$ cat config.mk
export PLATFORM = sky130hd
export DESIGN_NAME = reg_file_mp_flat
export DESIGN_NICKNAME = d
export VERILOG_FILES = /design/src/rtl/reg_file_mp_if.sv /design/src/rtl/reg_file_mp.sv /design/src/flat_wrapper.sv
export SDC_FILE = /design/constraint.sdc
export NUM_CORES = 2
export LEC_CHECK = 0
export CAP_MARGIN = 20
export CORE_MARGIN = 8
export CORE_UTILIZATION = 43
export CTS_CLUSTER_SIZE = 40
export DETAILED_ROUTE_END_ITERATION = 10
export DONT_BUFFER_PORTS = 1
export PLACE_DENSITY = 0.7
export SLEW_MARGIN = 30
export SYNTH_ARGS = -nofsm -noshare
export SYNTH_HDL_FRONTEND = slang
export SYNTH_SLANG_ARGS = --single-unit
$ cat constraint.sdc
create_clock -name clk -period 7.05 [get_ports clk]
set_clock_uncertainty 0.1 [all_clocks]
set_input_delay 1.41 -clock clk [delete_from_list [all_inputs] [get_ports clk]]
set_output_delay 1.41 -clock clk [all_outputs]
set_load 0.05 [all_outputs]
$ cat src/rtl/reg_file_mp_if.sv
// Bus bundle for reg_file_mp: read ports, two write ports, issue strobe and busy count.
// The testbench/pipeline drives through the master modport; the register file uses slave.
interface reg_file_mp_if #(
  parameter int DW     = 32,
  parameter int AW     = 5,
  parameter int NUM_RD = 3
);
  logic [NUM_RD*AW-1:0] raddr;
  logic [NUM_RD*DW-1:0] rdata;
  logic [NUM_RD-1:0]    rbusy;
  logic                 we0;
  logic [AW-1:0]        wa0;
  logic [DW-1:0]        wd0;
  logic                 we1;
  logic [AW-1:0]        wa1;
  logic [DW-1:0]        wd1;
  logic                 iss_en;
  logic [AW-1:0]        iss_addr;
  logic [AW:0]          busy_cnt;

  modport master (
    output raddr, we0, wa0, wd0, we1, wa1, wd1, iss_en, iss_addr,
    input  rdata, rbusy, busy_cnt
  );

  modport slave (
    input  raddr, we0, wa0, wd0, we1, wa1, wd1, iss_en, iss_addr,
    output rdata, rbusy, busy_cnt
  );
endinterface

$ cat src/rtl/reg_file_mp.sv
// Multi-port register file with two prioritised write ports, optional write bypass,
// optional hardwired zero register and a per-register busy scoreboard. Optional trace: REG_FILE_MP_TRACE_EN.
module reg_file_mp #(
  parameter int DW       = 32,
  parameter int AW       = 5,
  parameter int NUM_RD   = 3,
  parameter bit BYPASS   = 1'b1,
  parameter bit ZERO_REG = 1'b1
) (
  input  logic          clk,
  input  logic          reset,
  reg_file_mp_if.slave  bus
);
  localparam int DEPTH = 1 << AW;

  logic [DW-1:0]    regs_q [DEPTH];
  logic [DW-1:0]    regs_d [DEPTH];
  logic [DEPTH-1:0] busy_q;
  logic [DEPTH-1:0] busy_d;
  logic [AW:0]      busy_cnt_q;
  logic [AW:0]      busy_cnt_d;
  logic             wr0_ok;
  logic             wr1_ok;

  function automatic logic writable(input logic [AW-1:0] a);
    return (ZERO_REG == 1'b0) || (a != '0);
  endfunction

  assign wr0_ok = bus.we0 && writable(bus.wa0);
  assign wr1_ok = bus.we1 && writable(bus.wa1);

  // Port 1 is applied last so it wins a same-address collision.
  always_comb begin
    regs_d = regs_q;
    if (wr0_ok) regs_d[bus.wa0] = bus.wd0;
    if (wr1_ok) regs_d[bus.wa1] = bus.wd1;
  end

  generate
    for (genvar gi = 0; gi < DEPTH; gi++) begin : g_busy
      localparam logic [AW-1:0] ADDR = AW'(gi);
      logic set_r;
      logic clr_r;
      assign set_r = bus.iss_en && (bus.iss_addr == ADDR) && writable(ADDR);
      assign clr_r = (bus.we0 && (bus.wa0 == ADDR)) || (bus.we1 && (bus.wa1 == ADDR));
      // Issue beats writeback: a new producer issued in the old one's writeback cycle keeps it busy.
      assign busy_d[gi] = set_r ? 1'b1 : (clr_r ? 1'b0 : busy_q[gi]);
    end
  endgenerate

  always_comb begin
    busy_cnt_d = '0;
    for (int i = 0; i < DEPTH; i++) begin
      busy_cnt_d = busy_cnt_d + {{AW{1'b0}}, busy_d[i]};
    end
  end

  always_ff @(posedge clk) begin
    if (reset) begin
      for (int i = 0; i < DEPTH; i++) begin
        regs_q[i] <= '0;
      end
      busy_q     <= '0;
      busy_cnt_q <= '0;
    end else begin
      regs_q     <= regs_d;
      busy_q     <= busy_d;
      busy_cnt_q <= busy_cnt_d;
    end
  end

  assign bus.busy_cnt = busy_cnt_q;

  generate
    for (genvar gi = 0; gi < NUM_RD; gi++) begin : g_rd
      logic [AW-1:0] ra;
      logic [DW-1:0] rd;
      logic          zero_hit;
      assign ra       = bus.raddr[gi*AW +: AW];
      assign zero_hit = ZERO_REG && (ra == '0);

      // Bypass priority mirrors write priority, so the forwarded value is what gets stored.
      always_comb begin
        rd = regs_q[ra];
        if (BYPASS && !reset) begin
          if (wr0_ok && (bus.wa0 == ra)) rd = bus.wd0;
          if (wr1_ok && (bus.wa1 == ra)) rd = bus.wd1;
        end
        if (zero_hit) rd = '0;
      end

      assign bus.rdata[gi*DW +: DW] = rd;
      assign bus.rbusy[gi]          = busy_q[ra] && !zero_hit;
    end
  endgenerate

`ifdef REG_FILE_MP_TRACE_EN
  always @(posedge clk) begin
    if (!reset) begin
      if (wr0_ok && !(wr1_ok && (bus.wa1 == bus.wa0)))
        $display("%d@port%0d: $%d <= %h", $time, 0, bus.wa0, bus.wd0);
      if (wr1_ok)
        $display("%d@port%0d: $%d <= %h", $time, 1, bus.wa1, bus.wd1);
    end
  end
`else
  // Trace disabled: the design produces no simulation output.
`endif

endmodule

$ cat src/flat_wrapper.sv
// flat-port wrapper written by rule: the top's interface ports become plain ports
module reg_file_mp_flat 
#(
  parameter int DW       = 32,
  parameter int AW       = 5,
  parameter int NUM_RD   = 3,
  parameter bit BYPASS   = 1'b1,
  parameter bit ZERO_REG = 1'b1
)
  (clk, reset, bus_raddr, bus_we0, bus_wa0, bus_wd0, bus_we1, bus_wa1, bus_wd1, bus_iss_en, bus_iss_addr, bus_rdata, bus_rbusy, bus_busy_cnt);
  reg_file_mp_if #(.DW(DW), .AW(AW), .NUM_RD(NUM_RD)) bus_i ();
  input  logic clk;
  input  logic reset;
  input wire logic [$bits(bus_i.raddr)-1:0] bus_raddr;
  input wire logic [$bits(bus_i.we0)-1:0] bus_we0;
  input wire logic [$bits(bus_i.wa0)-1:0] bus_wa0;
  input wire logic [$bits(bus_i.wd0)-1:0] bus_wd0;
  input wire logic [$bits(bus_i.we1)-1:0] bus_we1;
  input wire logic [$bits(bus_i.wa1)-1:0] bus_wa1;
  input wire logic [$bits(bus_i.wd1)-1:0] bus_wd1;
  input wire logic [$bits(bus_i.iss_en)-1:0] bus_iss_en;
  input wire logic [$bits(bus_i.iss_addr)-1:0] bus_iss_addr;
  output wire logic [$bits(bus_i.rdata)-1:0] bus_rdata;
  output wire logic [$bits(bus_i.rbusy)-1:0] bus_rbusy;
  output wire logic [$bits(bus_i.busy_cnt)-1:0] bus_busy_cnt;
  assign bus_i.raddr = bus_raddr;
  assign bus_i.we0 = bus_we0;
  assign bus_i.wa0 = bus_wa0;
  assign bus_i.wd0 = bus_wd0;
  assign bus_i.we1 = bus_we1;
  assign bus_i.wa1 = bus_wa1;
  assign bus_i.wd1 = bus_wd1;
  assign bus_i.iss_en = bus_iss_en;
  assign bus_i.iss_addr = bus_iss_addr;
  assign bus_rdata = bus_i.rdata;
  assign bus_rbusy = bus_i.rbusy;
  assign bus_busy_cnt = bus_i.busy_cnt;
  reg_file_mp #(.DW(DW), .AW(AW), .NUM_RD(NUM_RD), .BYPASS(BYPASS), .ZERO_REG(ZERO_REG)) u_core (.clk(clk), .reset(reset), .bus(bus_i));
endmodule
==> Implementation_results.wiki <==
{| class="wikitable"
! Metric !! Value
|-
| Drt first pass iters || 10
|-
| Post-layout utilization of the core || 0.469
|-
| Via count of the first global-routing pass || 73700
|-
| Number of distinct standard cells referenced by the synthesized netlist || between 50 and 60
|-
| CP Data Arrival Time || ~5.2 ns
|-
| Area of the core region || 0.176 sq mm
|-
| Final-report setup violation count || 0
|-
| Met3 routed WL || 55.7 mm
|-
| Count of boundary I/O pins || just over 200
|-
| Syn_area_per_cell || approximately 9 sq um
|-
| Area added between synthesis and finish || 8.33%
|-
| Global router's overall resource usage || 0.360
|-
| Worst supply voltage drop on vdd || around 0.23 mV
|-
| Synthesized flop and latch total || about 1100
|-
| Non-Filler Instances || slightly above 10000
|-
| Initial core utilization || 0.433
|-
| Post-synthesis async set-or-reset flop share || 0
|-
| Via-to-Cell Ratio || about 7.5
|-
| Cell with the most instances on the worst path || sky130_fd_sc_hd__buf_4
|-
| DRC violation total after the first TritonRoute iteration || between 10000 and 15000
|-
| Wire length of the first global-routing pass || 519 mm
|-
| Fin Setup TNS || 0 ns
|-
| Clock Tree Buf Depth || 3
|-
| Met2 wire length || roughly 150 mm
|-
| RSZ-0062 raised after global routing || false
|-
| Synthesized cell area || around 0.076 sq mm
|-
| Status || finished, violations left
|-
| Remaining global-route overflow || 0
|-
| Vertical die dimension || ~440 um
|-
| Commonest cells post-synth || 1062 x sky130_fd_sc_hd__dfxtp_1, 998 x sky130_fd_sc_hd__nor2_1, 801 x sky130_fd_sc_hd__mux2i_1
|-
| Most instantiated library cell after synthesis || sky130_fd_sc_hd__dfxtp_1
|-
| Leakage power of the design || 28.8 nW
|-
| Number of rows created at floorplan || 154
|-
| Synth Warn # || 0
|-
| Sequential share of power || 0.412
|-
| Highest net fanout along the worst path || roughly 400
|-
| Critical Path Source Type || input port
|-
| Uppermost layer routed || met5
|-
| Clock latency at the later pin of the worst-skew pair || 0.78 ns
|-
| Post-cts repair resize count || 0
|-
| Cell at the root of the clock tree || sky130_fd_sc_hd__clkbuf_16
|-
| Proportion of power drawn by combinational gates || 0.147
|-
| Crit-path max cell delay || 0.55 ns
|-
| Final HPWL DP || 206 mm
|-
| TritonCTS clock tree || built
|-
| DR vias || about 77000
|-
| Number of nets produced by synthesis || around 8600
|-
| Width of the die || approximately 440 um
|-
| Sinks on Clock Net || 1062
|-
| Maximum number of pins on one net before global-route repair || around 1100
|-
| IO Port Bufs || 0
|-
| Max capacitance violation total || 0
|-
| Antenna-violating nets left || 0
|-
| Final hold violation count || 0
|-
| Tightest Pin Transition || 1.65 ns
|-
| Wirelength, routed || about 370 mm
|-
| Part of the Yosys area used for sequential elements || 0.278
|-
| Pwr Density || about 180 mW/mm^2
|-
| M1 wire length || roughly 120 mm
|-
| Fmax achieved || between 100 and 150 MHz
|-
| Power Total || ~15 mW
|-
| Area leader, netlist || sky130_fd_sc_hd__dfxtp_1
|-
| Type of element capturing the critical path || output pin
|-
| Die footprint || between 0.15 and 0.2 sq mm
|-
| Failing checks || slew limit
|-
| Data required, critical path || roughly 5.5 ns
|-
| Post-route design area || just over 0.08 sq mm
|-
| Critical path cell sequence || xnor2_1, nand4_1, buf_4, or2_1, buf_4, a21oi_4, buf_4, o32ai_2, buf_4
|-
| Cell count after placement || between 10000 and 15000
|-
| Share of layout cells above drive strength 1 || 0.220
|-
| Final-report max-slew violation count || 82
|-
| Setup slack after layout || approximately 0.32 ns
|-
| Primary FF master, synth || sky130_fd_sc_hd__dfxtp_1
|-
| Final critical delay including setup and external delays || approximately 6.7 ns
|-
| Initial antenna violation count || 13
|-
| Number of buffers created by CTS || ~120
|-
| Synth top area cells || sky130_fd_sc_hd__dfxtp_1 28%, sky130_fd_sc_hd__mux4_2 12%, sky130_fd_sc_hd__mux2i_1 11%, sky130_fd_sc_hd__mux2_2 8.1%, sky130_fd_sc_hd__a211oi_1 7.2%
|-
| Clock group share of total power || 0.441
|-
| Worst slew margin relative to its limit || -0.0995
|-
| Switching power as a share of total power || 0.292
|-
| Switching power total || around 4.4 mW
|-
| Nets || 7923
|-
| Master of the slowest instance on the critical path || sky130_fd_sc_hd__buf_4
|-
| Instance area at placement || 0.0783 sq mm
|-
| Worst hold slack || 0.397 ns
|-
| Number of cells produced by synthesis || 8483
|-
| Wire length per cell || between 30 and 40 um
|-
| Area fraction of the dominant cell type after synthesis || 0.278
|-
| Tightest Hold Check Type || reg -> reg
|-
| Clk pin slew, worst setup/hold paths || approximately 0.060 ns
|-
| Internal Power || ~11 mW
|-
| Pre-CTS setup slack || around 0.092 ns
|-
| Crit Path Category || in -> out
|-
| Number of inserted filler cells in the final layout || roughly 16000
|-
| Share of the clock period used by the worst path after layout || 0.955
|-
| CTS H-Tree Depth || 3
|-
| Weighted congestion reported at the end of routability-driven placement || roughly 1.0
|-
| Post-synth EDFFs || 0
|-
| CTS hold repair buffers || 0
|-
| Post-detailed-route DRC marker count || 0
|-
| Setup Fix Bufs, Post-CTS || 0
|}
-- path summary, 6_finish.rpt --
path                                           from  depth (start not counted)  slack, ns                     end
worst max register to register     u_core.busy_q[1]                         16       1.66  u_core.bus.busy_cnt[4]
worst min-delay path            u_core.regs_q[1019]                          1       0.40     u_core.regs_q[1019]
worst max-delay path                   bus_raddr[1]                          9       0.32           bus_rdata[16]
worst min register to register  u_core.regs_q[1019]                          1       0.40     u_core.regs_q[1019]
-- registers in the layout, indices dropped and copies added (netlist names) --
name and cells:
u_core.busy_q 32, u_core.bus.busy_cnt 6, u_core.regs_q 1024
-- cells in the final DEF (no fill, tap or decap), drive strengths merged, types with 24 or more instances in the layout --
cell type and n:
mux2i 801, mux2 549, o32ai 96, a22oi 197, a21oi 130, nor3 298, nand2 576, clkbuf 164
o22ai 224, clkinv 29, nor2b 58, inv 68, and3 28, mux4 411, buf 336, a22o 64
a311oi 360, fa 24, a211oi 730, dfxtp 1062, a31oi 96, o21ai 107, xnor2 31, nor2 1011
nand3 313
-- per-layer routing --
layer / GRT usage / up-vias
li1: - / 30800
met1: 0.420 / 37100
met2: 0.516 / 6877
met3: 0.147 / 2175
met4: 0.299 / 6
met5: 0.00151 / -
-- critical path, delay by kind of cell --
kind	cells	cell delay [ns]
simple gates	2	0.33
buf+inv	4	1.67
compound gates	2	0.54
xor+xnor	1	0.43
-- area by class of cell --
cell class / count / area (sq um) / area share
clock buffer: 164 / 3380 / 0.0408
multi-input combinational: 6211 / 50900 / 0.615
clock inverter: 48 / 654 / 0.00791
sequential: 1062 / 21300 / 0.257
inverter: 64 / 240 / 0.00290
antenna: 7 / 17.5 / 0.000212
tap: 2340 / 2930 / 0.0354
timing repair buffer: 336 / 3380 / 0.0408
-- power by group through the flow --
stage          Sequential [mW]  Combinational [mW]  Clock [mW]
6_report                  6.25                2.23        6.68
5_1_grt                   6.26                2.23        6.84
4_1_cts                   6.24                1.93        6.63
3_5_place_dp              6.37                1.93           0
3_3_place_gp              6.36                1.91           0
2_1_floorplan             6.33                1.65           0
-- logic make-up after synthesis --
kind of cell	after synthesis	share of synthesized area
compound gates	2035	0.201
simple gates	2351	0.133
xor+xnor	32	0.00367
fa+ha+maj	32	0.00760
mux	1761	0.307
buf+inv	1210	0.0690
flops	1062	0.278
(Power assumes the default switching activity.)
